$ cat src/rtl/uart_pkg.sv
// Shared types and constants for the UART frame decoder: FSM states, the sync byte,
// default sizing and a small address-width helper.
package uart_pkg;

    typedef enum logic [2:0] {
        ST_HUNT    = 3'd0,
        ST_LEN     = 3'd1,
        ST_PAYLOAD = 3'd2,
        ST_CKSUM   = 3'd3,
        ST_OUTPUT  = 3'd4
    } state_t;

    localparam logic [7:0] SYNC_BYTE             = 8'hA5;
    localparam int         DEFAULT_MAX_LEN       = 16;
    localparam int         DEFAULT_TIMEOUT_TICKS = 160;

    // Buffer address width; never below one bit so a single-entry buffer still has a port.
    function automatic int addr_width(input int depth);
        return (depth <= 2) ? 1 : $clog2(depth);
    endfunction

endpackage

$ cat src/rtl/uart_frame_decoder_if.sv
// Payload output stream of the UART frame decoder.
// Handshake: a byte transfers on every rising edge where out_valid && out_ready; while
// out_valid=1 and out_ready=0 the producer holds out_data/out_last unchanged, and
// out_valid never drops without a transfer. out_last marks the final byte of a frame.
interface uart_frame_decoder_if;
    logic [7:0] out_data;
    logic       out_valid;
    logic       out_ready;
    logic       out_last;

    modport master (
        output out_data,
        output out_valid,
        output out_last,
        input  out_ready
    );

    modport slave (
        input  out_data,
        input  out_valid,
        input  out_last,
        output out_ready
    );
endinterface

$ cat src/rtl/uart_frame_buf.sv
// Payload buffer for the frame decoder: DEPTH x 8 register file with one synchronous
// write port and one combinational read port.
module uart_frame_buf
    import uart_pkg::*;
#(
    parameter int DEPTH = DEFAULT_MAX_LEN,
    parameter int AW    = addr_width(DEPTH)
) (
    input  logic          clk,
    input  logic          wr_en,
    input  logic [AW-1:0] wr_addr,
    input  logic [7:0]    wr_data,
    input  logic [AW-1:0] rd_addr,
    output logic [7:0]    rd_data
);

    logic [7:0] mem [DEPTH];

    always_ff @(posedge clk) begin
        if (wr_en) begin
            mem[wr_addr] <= wr_data;
        end
    end

    assign rd_data = mem[rd_addr];

endmodule

$ cat src/rtl/uart_frame_decoder.sv
// Decodes SYNC/LEN/payload/CKSUM frames from a byte receiver and streams the payload out.
// Optional inter-byte timeout is built in when UART_FRAME_TIMEOUT_EN is defined.
module uart_frame_decoder
    import uart_pkg::*;
#(
    parameter int MAX_LEN       = DEFAULT_MAX_LEN,
    parameter int TIMEOUT_TICKS = DEFAULT_TIMEOUT_TICKS
) (
    input  logic                        clk,
    input  logic                        rst,
    input  logic                        baud_tick,
    input  logic [7:0]                  rx_data,
    input  logic                        rx_done,
    uart_frame_decoder_if.master        stream,
    output logic                        frame_ok,
    output logic                        err_len,
    output logic                        err_cksum,
    output logic                        err_ovr,
    output logic                        err_timeout,
    output state_t                      dbg_state
);

    localparam int         AW        = addr_width(MAX_LEN);
    localparam logic [7:0] MAX_LEN_B = 8'(MAX_LEN);

    state_t     state, state_n;
    logic [7:0] len, len_n;
    logic [7:0] idx, idx_n;
    logic [7:0] cksum, cksum_n;
    logic [7:0] data, data_n;
    logic       valid, valid_n;
    logic       last, last_n;
    logic       ok_n, elen_n, eck_n, eovr_n;
    logic       wr_en;
    logic [AW-1:0] rd_addr;
    logic [7:0] rd_data;
    logic [7:0] idx_inc;

`ifdef UART_FRAME_TIMEOUT_EN
    localparam int TW = $clog2(TIMEOUT_TICKS + 1);
    logic [TW-1:0] tcnt, tcnt_n;
    logic          eto_n;
`else
    logic unused_tick;
    assign unused_tick = baud_tick;
    assign err_timeout = 1'b0;
`endif

    assign idx_inc = idx + 8'd1;

    uart_frame_buf #(
        .DEPTH (MAX_LEN),
        .AW    (AW)
    ) u_buf (
        .clk     (clk),
        .wr_en   (wr_en),
        .wr_addr (idx[AW-1:0]),
        .wr_data (rx_data),
        .rd_addr (rd_addr),
        .rd_data (rd_data)
    );

    always_comb begin
        state_n = state;
        len_n   = len;
        idx_n   = idx;
        cksum_n = cksum;
        data_n  = data;
        valid_n = valid;
        last_n  = last;
        ok_n    = 1'b0;
        elen_n  = 1'b0;
        eck_n   = 1'b0;
        eovr_n  = 1'b0;
        wr_en   = 1'b0;
        rd_addr = '0;
`ifdef UART_FRAME_TIMEOUT_EN
        tcnt_n  = tcnt;
        eto_n   = 1'b0;
`endif
        unique case (state)
            ST_HUNT: begin
                if (rx_done && rx_data == SYNC_BYTE) begin
                    state_n = ST_LEN;
                end
            end
            ST_LEN: begin
                if (rx_done) begin
                    if (rx_data == 8'd0 || rx_data > MAX_LEN_B) begin
                        elen_n  = 1'b1;
                        state_n = ST_HUNT;
                    end else begin
                        len_n   = rx_data;
                        cksum_n = rx_data;
                        idx_n   = 8'd0;
                        state_n = ST_PAYLOAD;
                    end
                end
            end
            ST_PAYLOAD: begin
                if (rx_done) begin
                    wr_en   = 1'b1;
                    cksum_n = cksum ^ rx_data;
                    idx_n   = idx_inc;
                    if (idx == len - 8'd1) begin
                        state_n = ST_CKSUM;
                    end
                end
            end
            ST_CKSUM: begin
                if (rx_done) begin
                    if (rx_data == cksum) begin
                        ok_n    = 1'b1;
                        valid_n = 1'b1;
                        data_n  = rd_data;
                        last_n  = (len == 8'd1);
                        idx_n   = 8'd0;
                        state_n = ST_OUTPUT;
                    end else begin
                        eck_n   = 1'b1;
                        state_n = ST_HUNT;
                    end
                end
            end
            ST_OUTPUT: begin
                // Read ahead so the next byte is ready the moment the current one is taken.
                rd_addr = idx_inc[AW-1:0];
                if (rx_done) begin
                    eovr_n = 1'b1;
                end
                if (valid && stream.out_ready) begin
                    if (last) begin
                        valid_n = 1'b0;
                        last_n  = 1'b0;
                        idx_n   = 8'd0;
                        state_n = ST_HUNT;
                    end else begin
                        data_n = rd_data;
                        idx_n  = idx_inc;
                        last_n = (idx_inc == len - 8'd1);
                    end
                end
            end
            default: begin
                state_n = ST_HUNT;
            end
        endcase
`ifdef UART_FRAME_TIMEOUT_EN
        // A byte arriving on the final tick restarts the count instead of timing out.
        if (state == ST_LEN || state == ST_PAYLOAD || state == ST_CKSUM) begin
            if (rx_done) begin
                tcnt_n = '0;
            end else if (baud_tick) begin
                if (tcnt == TW'(TIMEOUT_TICKS - 1)) begin
                    tcnt_n  = '0;
                    eto_n   = 1'b1;
                    state_n = ST_HUNT;
                end else begin
                    tcnt_n = tcnt + TW'(1);
                end
            end
        end else begin
            tcnt_n = '0;
        end
`endif
    end

    always_ff @(posedge clk) begin
        if (rst) begin
            state     <= ST_HUNT;
            len       <= 8'd0;
            idx       <= 8'd0;
            cksum     <= 8'd0;
            data      <= 8'd0;
            valid     <= 1'b0;
            last      <= 1'b0;
            frame_ok  <= 1'b0;
            err_len   <= 1'b0;
            err_cksum <= 1'b0;
            err_ovr   <= 1'b0;
        end else begin
            state     <= state_n;
            len       <= len_n;
            idx       <= idx_n;
            cksum     <= cksum_n;
            data      <= data_n;
            valid     <= valid_n;
            last      <= last_n;
            frame_ok  <= ok_n;
            err_len   <= elen_n;
            err_cksum <= eck_n;
            err_ovr   <= eovr_n;
        end
    end

`ifdef UART_FRAME_TIMEOUT_EN
    always_ff @(posedge clk) begin
        if (rst) begin
            tcnt        <= '0;
            err_timeout <= 1'b0;
        end else begin
            tcnt        <= tcnt_n;
            err_timeout <= eto_n;
        end
    end
`endif

    assign stream.out_data  = data;
    assign stream.out_valid = valid;
    assign stream.out_last  = last;
    assign dbg_state        = state;

endmodule

$ cat src/flat_wrapper.sv
// flat-port wrapper written by rule: the top's interface ports become plain ports
module uart_frame_decoder_flat import uart_pkg::*;
#(
    parameter int MAX_LEN       = DEFAULT_MAX_LEN,
    parameter int TIMEOUT_TICKS = DEFAULT_TIMEOUT_TICKS
)
  (clk, rst, baud_tick, rx_data, rx_done, frame_ok, err_len, err_cksum, err_ovr, err_timeout, dbg_state, stream_out_data, stream_out_valid, stream_out_last, stream_out_ready);
  uart_frame_decoder_if stream_i ();
  input  logic clk;
  input  logic rst;
  input  logic baud_tick;
  input  logic [7:0] rx_data;
  input  logic rx_done;
  output logic frame_ok;
  output logic err_len;
  output logic err_cksum;
  output logic err_ovr;
  output logic err_timeout;
  output state_t dbg_state;
  output wire logic [$bits(stream_i.out_data)-1:0] stream_out_data;
  output wire logic [$bits(stream_i.out_valid)-1:0] stream_out_valid;
  output wire logic [$bits(stream_i.out_last)-1:0] stream_out_last;
  input wire logic [$bits(stream_i.out_ready)-1:0] stream_out_ready;
  assign stream_out_data = stream_i.out_data;
  assign stream_out_valid = stream_i.out_valid;
  assign stream_out_last = stream_i.out_last;
  assign stream_i.out_ready = stream_out_ready;
  uart_frame_decoder #(.MAX_LEN(MAX_LEN), .TIMEOUT_TICKS(TIMEOUT_TICKS)) u_core (.clk(clk), .rst(rst), .baud_tick(baud_tick), .rx_data(rx_data), .rx_done(rx_done), .stream(stream_i), .frame_ok(frame_ok), .err_len(err_len), .err_cksum(err_cksum), .err_ovr(err_ovr), .err_timeout(err_timeout), .dbg_state(dbg_state));
endmodule
$ cat config.mk
export PLATFORM = sky130hd
export DESIGN_NAME = uart_frame_decoder_flat
export DESIGN_NICKNAME = d
export VERILOG_FILES = /design/src/rtl/uart_pkg.sv /design/src/rtl/uart_frame_decoder_if.sv /design/src/rtl/uart_frame_buf.sv /design/src/rtl/uart_frame_decoder.sv /design/src/flat_wrapper.sv
export SDC_FILE = /design/constraint.sdc
export NUM_CORES = 1
export LEC_CHECK = 0
export CORE_MARGIN = 8
export CORE_UTILIZATION = 50
export DETAILED_ROUTE_END_ITERATION = 16
export PLACE_DENSITY = 0.65
export SLEW_MARGIN = 20
export SYNTH_ARGS = -nofsm -noshare
export SYNTH_HDL_FRONTEND = slang
export SYNTH_SLANG_ARGS = --single-unit
$ cat constraint.sdc
create_clock -name clk -period 4 [get_ports clk]
set_input_delay 0.6 -clock clk [delete_from_list [all_inputs] [get_ports clk]]
set_output_delay 0.6 -clock clk [all_outputs]
set_load 0.01 [all_outputs]
==> qor.txt, run 1 <==
Peak VDD IR -> 0.308 mV
Port bufs -> 28
Setup slack at placement -> 0.779 ns
Source-to-sink clock delay at the later pin of the worst-skew pair -> 0.44 ns
Number of antenna violations at the first check in global routing -> 0
Final count of negative-setup-slack endpoints -> 0
Most used flip-flop cell after synthesis -> edfxtp_1
Horiz. Die Dim -> 140 um
Tot GR Track Use -> 19.6%
Post-synth top area share -> 50.0%
Number of flops mapped to enable cells by yosys -> 128
Type of the most critical hold path -> reg2reg
Post-synthesis share of cell area spent on and, or, nand and nor gates -> 13.6%
First-pass detailed-route iteration total -> 5
Cell Int Power -> 2.78 mW
Max clock buf depth -> 2
Placeable core area -> 0.0151 sq mm
Final cycle utilization of the critical path -> 83.3%
Mapped Cells -> 619
TritonCTS clock tree -> done
Portion of the post-synthesis area used by sequential elements -> 60.6%
Wire length of the first global-routing pass -> 29200 um
Worst Reg2Reg Path Length in Cells -> 6
TritonCTS sink count -> 169
Setup slack of the critical path after layout -> 0.666 ns
Dominant cell type by area after synthesis -> edfxtp_1
Setup TNS after final layout -> 0 ns
Fin. Hold Viols -> 0
Vias in the first global route -> 5183
Library cells used by synthesis -> 68
Slew Limit Fails -> 0
Antenna diode instance count -> 0
Net Switching -> 0.772 mW
Area fraction in compound gates after synthesis -> 12.1%
Inserted Clock Buffers -> 17
Total vias in the final route -> 5295
Fraction of power consumed by combinational cells -> 2.2%
Shortest period the worst path allows -> 3.33 ns
Pin count of the biggest net entering global routing -> 36
Cell count of the worst hold path -> 2
Clk pwr share -> 44.7%
ANT nets after route -> 0
Routed wire length -> 18900 um
Pwr dens -> 405 mW/mm^2
Required time of the critical path -> 4.34 ns
Congestion Overflow GR -> 0
Least-Margin Pin Slew -> 1.04 ns
Clock H-tree levels -> 4
Drt initial violations -> 486
Clk_skew -> 0.00528 ns
Post-synthesis register bit count -> 169
Reg2Reg Launch Point -> u_core.idx[0]
Share of synthesized area spent on multiplexers -> 6.44%
Power share of the sequential group -> 53.1%
Final core utilization -> 57.8%
Fraction of layout instances using a drive strength above 1 -> 13.5%
Top area cells in the synthesized netlist -> edfxtp_1, dfxtp_1, mux4_2, o21ai_0, nand2_1
Share of flip-flops with an asynchronous set or reset after synthesis -> 0%
Adder-cell share of the synthesized area -> 0.976%
Hold endpoint -> u_core.stream.out_data[7]
Reg clk slew, reported paths -> 0.07 ns
Root Buffer Master -> clkbuf_16
Per-cell via count in the routed design -> 6.24
Capture point of the worst reg-to-reg path -> u_core.stream.out_data[6]
Startpoint Class -> register
Syn_area_per_cell -> 12.4 sq um
Cell-by-cell trace of the critical path -> inv_1 -> ha_1 -> clkinv_1 -> nor2_1 -> a221oi_1 -> o32ai_1
Unrepaired setup endpoints after global routing -> no
Effective utilization at floorplan -> 50.8%
Number of warnings printed during yosys synthesis -> 0
Filler cell count in the final layout -> 1220
Number of resized instances in the post-cts repair step -> 0
Top cell types by occurrence after synthesis -> edfxtp_1, nand2_1, nor2_1
Post-layout nets -> 667
Boundary Pins -> 31
Quantity of hold-fixing buffers added after cts -> 0
Max-capacitance violation count -> 0
Run status -> finished clean
Max transition margin -> 30.3%
Largest family of logic cells by synthesized area -> simple AND/OR/NAND/NOR gates
CP arrival -> 3.67 ns
Register-to-Register Setup Slack -> 0.67 ns
Area added between synthesis and finish -> 13.9%
Fraction of synthesized cell area in xor and xnor cells -> 3.47%
Startpoint of the lowest-slack hold path -> u_core.stream.out_data[7]
Slowest stage cell on the critical path -> ha_1
Wire length per cell after detailed routing -> 22.3 um
Leakage power figure -> 2.80 nW
Maximum clock rate -> 300 MHz
Final Total Pwr -> 3.55 mW
Cell area after technology mapping -> 0.00769 sq mm
Max incr delay on CP -> 0.69 ns
Die span in y -> 140 um
Critical path capture point type -> register
Detailed placer's ending HPWL -> 12500 um
Final weighted congestion in routability-driven placement -> 0.835
Area of the die -> 0.0196 sq mm
Worst setup path class -> reg2reg
Buffers inserted during post-CTS setup optimization -> 0
Dominant cell by count in the synthesized netlist -> edfxtp_1
Switching fraction of total power -> 21.8%
DRC violation count after routing -> 0
Largest fanout of any net on the critical path -> 18
Syn nets -> 638
Standard-cell rows -> 45
-- stage by stage --
stage                     cells  hold slack, ns  area, sq um
final                       849           0.467         8760
after global routing        849           0.489         8760
after CTS                   849           0.472         8760
after detailed placement    817           0.458         8190
after global placement      817           0.449         8190
after floorplan             619           0.457         7690
-- final cells by class --
type	instances	area [sq um]	area share (%)
Clock inverter	14	138	1.57
Multi-Input combinational cell	400	2830	32.3
Timing Repair Buffer	45	408	4.66
Inverter	15	56.3	0.643
Tap cell	188	235	2.69
Clock buffer	18	429	4.90
Sequential cell	169	4670	53.3
-- worst max-delay path by stage --
stage                     cells past startpoint  slack [ns]     startpoint                   endpoint
after floorplan                               9        1.25  u_core.idx[0]  u_core.stream.out_data[3]
after global placement                        6        0.88  u_core.idx[0]  u_core.stream.out_data[6]
after detailed placement                      6        0.78  u_core.idx[0]  u_core.stream.out_data[6]
after CTS                                     6        0.76  u_core.idx[0]  u_core.stream.out_data[6]
after global routing                          6        0.52  u_core.idx[0]  u_core.stream.out_data[2]
final                                         6        0.67  u_core.idx[0]  u_core.stream.out_data[6]
-- critical path: cells and delay by family, from the launching register on --
family                   cells  cell delay, ns
AND/OR/NAND/NOR              1            0.66
adder cells (fa/ha/maj)      1            0.69
flip-flops                   1            0.51
buffers and inverters        2            0.86
AO/OA/AOI/OAI                2            0.51
-- layer usage --
metal	vias up	wire length (um)	global-route usage, %
met3	38	1340	4.79
met5	-	0	0
met2	225	8780	30.8
li1	2447	-	-
met1	2585	8360	25.7
met4	0	438	7.66
-- state kept, by name (all words and copies together), names as in the netlist --
signal / cells
u_core.err_cksum: 1
u_core.frame_ok: 1
u_core.u_buf.mem: 128
u_core.len: 8
u_core.stream.out_valid: 1
u_core.stream.out_last: 1
u_core.idx: 8
u_core.err_ovr: 1
u_core.err_len: 1
u_core.stream.out_data: 8
u_core.cksum: 8
u_core.dbg_state: 3
-- logic make-up (layout without fill, tap and decap cells) --
family	count (synthesis)	in the layout
muxes	29	29
buffers and inverters	50	92
xor gates and xnor gates	28	28
adders and majority gates	6	6
DFF	169	169
other	1	1
AOI/OAI and AO/OA	139	139
and+or+nand+nor	197	197
-- power by group through the flow --
stage / Sequential (mW) / Clock, mW / Combinational, mW
6_report: 1.88 / 1.59 / 0.0791
5_1_grt: 1.88 / 1.67 / 0.0835
4_1_cts: 1.88 / 1.61 / 0.0785
3_5_place_dp: 1.92 / 0 / 0.0785
3_3_place_gp: 1.92 / 0 / 0.0764
2_1_floorplan: 1.92 / 0 / 0.0229
-- cell usage in the layout, fill, tap and decap left out, drive strengths merged, types with 5 or more instances in the layout --
| cell type | Yosys | routed |
|---|---|---|
| dfxtp | 41 | 41 |
| o31ai | 8 | 8 |
| nand2 | 49 | 49 |
| a31oi | 13 | 13 |
| clkbuf | 28 | 18 |
| or4 | 5 | 5 |
| xor2 | 6 | 6 |
| inv | 14 | 20 |
| mux2i | 9 | 9 |
| edfxtp | 128 | 128 |
| nor4 | 5 | 5 |
| nand3 | 16 | 16 |
| clkinv | 1 | 6 |
| nor4b | 6 | 6 |
| xnor2 | 21 | 21 |
| o32ai | 7 | 7 |
| nor2 | 45 | 45 |
| nor2b | 7 | 7 |
| a221oi | 7 | 7 |
| ha | 6 | 6 |
| mux4 | 16 | 16 |
| or3b | 5 | 5 |
| o21ai | 38 | 38 |
| or3 | 10 | 10 |
| clkdlybuf4s50 | 0 | 28 |
| buf | 7 | 17 |
| a21oi | 27 | 27 |
| o211ai | 12 | 12 |
| nor3 | 11 | 11 |
| or2 | 8 | 8 |
| and3 | 9 | 9 |
(Power assumes the default switching activity.)
==> run 2: changes to the inputs <==
PLACE_DENSITY = 0.67   (was 0.65)
clock period = 3 ns   (was 4 ns; I/O delays follow)
==> qor.txt, run 2 (same netlist as run 1, synthesis figures left out) <==
Run status -> finished clean (unchanged)
Root Buffer Master -> clkbuf_16 (unchanged)
Filler cell count in the final layout -> 1204 (was 1220)
Buffers inserted during post-CTS setup optimization -> 0 (unchanged)
Tot GR Track Use -> 19.5% (was 19.6%)
Effective utilization at floorplan -> 50.8% (unchanged)
Area added between synthesis and finish -> 16.2% (was 13.9%)
Die span in y -> 140 um (unchanged)
Setup TNS after final layout -> 0 ns (unchanged)
Clock H-tree levels -> 4 (unchanged)
Grt met2 use -> 32.2% (was 30.8%)
Final instance area -> 0.00893 sq mm (was 0.00876 sq mm)
Per-cell via count in the routed design -> 6.12 (was 6.24)
Reg2Reg Launch Point -> u_core.idx[1] (was u_core.idx[0])
Pin count of the biggest net entering global routing -> 46 (was 36)
Placeable core area -> 0.0151 sq mm (unchanged)
Max clock buf depth -> 2 (unchanged)
Post-layout nets -> 691 (was 667)
Fin. Hold Viols -> 0 (unchanged)
Reg clk slew, reported paths -> 0.07 ns (about the same)
Wire length of the first global-routing pass -> 29200 um (about the same)
Critical path launch point -> u_core.idx[1] (was u_core.idx[0])
Global routing usage on met1 -> 24.6% (was 25.7%)
Unrepaired setup endpoints after global routing -> no (unchanged)
Antenna diode instance count -> 0 (unchanged)
Setup slack at placement -> 0.141 ns (was 0.779 ns)
Source-to-sink clock delay at the later pin of the worst-skew pair -> 0.43 ns (was 0.44 ns)
Final count of negative-setup-slack endpoints -> 0 (unchanged)
Final core utilization -> 59.0% (was 57.8%)
Final cycle utilization of the critical path -> 89.6% (was 83.3%)
Slew Limit Fails -> 0 (unchanged)
Multi-input logic area -> 0.00284 sq mm (was 0.00283 sq mm)
Max transition margin -> 50.0% (was 30.3%)
Startpoint Class -> register (unchanged)
Setup slack of the critical path after layout -> 0.313 ns (was 0.666 ns)
TritonCTS sink count -> 169 (unchanged)
Register area -> 0.00467 sq mm (unchanged)
Vias in the first global route -> 5330 (was 5183)
Congestion Overflow GR -> 0 (unchanged)
Drt initial violations -> 441 (was 486)
Number of antenna violations at the first check in global routing -> 0 (unchanged)
Least-Margin Pin Slew -> 0.747 ns (was 1.04 ns)
ANT nets after route -> 0 (unchanged)
Startpoint of the lowest-slack hold path -> u_core.stream.out_data[4] (was u_core.stream.out_data[7])
Fin cells -> 873 (was 849)
TritonCTS clock tree -> done (unchanged)
Leakage power figure -> 2.93 nW (was 2.80 nW)
Largest fanout of any net on the critical path -> 10 (was 18)
Most frequent cells in the layout -> edfxtp_1, nand2_1, nor2_1, buf_4, dfxtp_1 (was edfxtp_1, nand2_1, nor2_1, dfxtp_1, o21ai_0)
Quantity of hold-fixing buffers added after cts -> 0 (unchanged)
Flip-flop count of the largest register after layout -> 128 (unchanged)
GR met3 Demand/Resource -> 3.84% (was 4.79%)
Wire length per cell after detailed routing -> 21.3 um (was 22.3 um)
Required time of the critical path -> 3.33 ns (was 4.34 ns)
Maximum clock rate -> 372 MHz (was 300 MHz)
Total vias in the final route -> 5342 (was 5295)
Inserted Clock Buffers -> 17 (unchanged)
Area of the die -> 0.0196 sq mm (unchanged)
Detailed placer's ending HPWL -> 12700 um (was 12500 um)
Boundary Pins -> 31 (unchanged)
Buf/Inv on CP -> 3 (was 2)
Routed wire length -> 18600 um (was 18900 um)
Cell-by-cell trace of the critical path -> buf_4 -> inv_1 -> ha_1 -> clkinv_1 -> nor2_1 -> a221oi_1 -> o32ai_1 (was inv_1 -> ha_1 -> clkinv_1 -> nor2_1 -> a221oi_1 -> o32ai_1)
Fraction of layout instances using a drive strength above 1 -> 16.8% (was 13.5%)
DRC violation count after routing -> 0 (unchanged)
Number of resized instances in the post-cts repair step -> 0 (unchanged)
Critical path capture point type -> register (unchanged)
Standard-cell rows -> 45 (unchanged)
Horiz. Die Dim -> 140 um (unchanged)
Shortest period the worst path allows -> 2.69 ns (was 3.33 ns)
Peak VDD IR -> 0.395 mV (was 0.308 mV)
DP Cell Count -> 841 (was 817)
Max incr delay on CP -> 0.58 ns (was 0.69 ns)
CP arrival -> 3.02 ns (was 3.67 ns)
Reg with most FFs -> u_core.u_buf.mem (unchanged)
Final Total Pwr -> 4.61 mW (was 3.55 mW)
Type of the most critical hold path -> reg2reg (unchanged)
Pwr dens -> 515 mW/mm^2 (was 405 mW/mm^2)
Port bufs -> 28 (unchanged)
Most used routing layer in global routing -> met2 (unchanged)
Placement Cell Area -> 0.00839 sq mm (was 0.00819 sq mm)
Worst-case hold slack -> 0.455 ns (was 0.467 ns)
Cell class contributing the biggest share of worst-path delay -> buffers and inverters (unchanged)
Final weighted congestion in routability-driven placement -> 0.887 (was 0.835)
Max-capacitance violation count -> 0 (unchanged)
Clk_skew -> 0.0110 ns (was 0.00528 ns)
Most frequent standard cell in the layout excluding fill and tap cells -> edfxtp_1 (unchanged)
First-pass detailed-route iteration total -> 7 (was 5)
Slowest stage cell on the critical path -> ha_1 (unchanged)
Worst setup path class -> reg2reg (unchanged)
[run 2: power by group]
part / switching (mW) / leakage [nW] / internal (mW)
Combinational: 0.0750 / 1.18 / 0.0336
Sequential: 0.000441 / 1.48 / 2.51
Clock: 0.899 / 0.266 / 1.09
[run 2: worst paths after layout]
path	slack (ns)	end	cells past startpoint
worst max-delay path	0.31	u_core.stream.out_data[6]	7
worst min-delay path	0.45	u_core.stream.out_data[4]	2
worst max register to register	0.31	u_core.stream.out_data[6]	7
worst min register to register	0.45	u_core.stream.out_data[4]	2
[run 2: cell type report]
cell class | count | share of cell area, %
inverter | 15 | 0.630
clock buffer | 19 | 4.96
clock inverter | 13 | 1.08
multi-input combinational | 400 | 31.8
sequential | 169 | 52.2
timing repair buffer | 69 | 6.72
tap | 188 | 2.63
[run 2: tightest hold or removal path, stage by stage, from the launching register on]
cell     delay, ns
dfxtp_1       0.31
inv_1         0.05
o32ai_1       0.05
[run 2: routing by layer]
metal | share of wire, % | wire, um
met2 | 49 | 9040
met1 | 43 | 7920
met4 | 2.6 | 491
met3 | 6.3 | 1170
met5 | 0 | 0
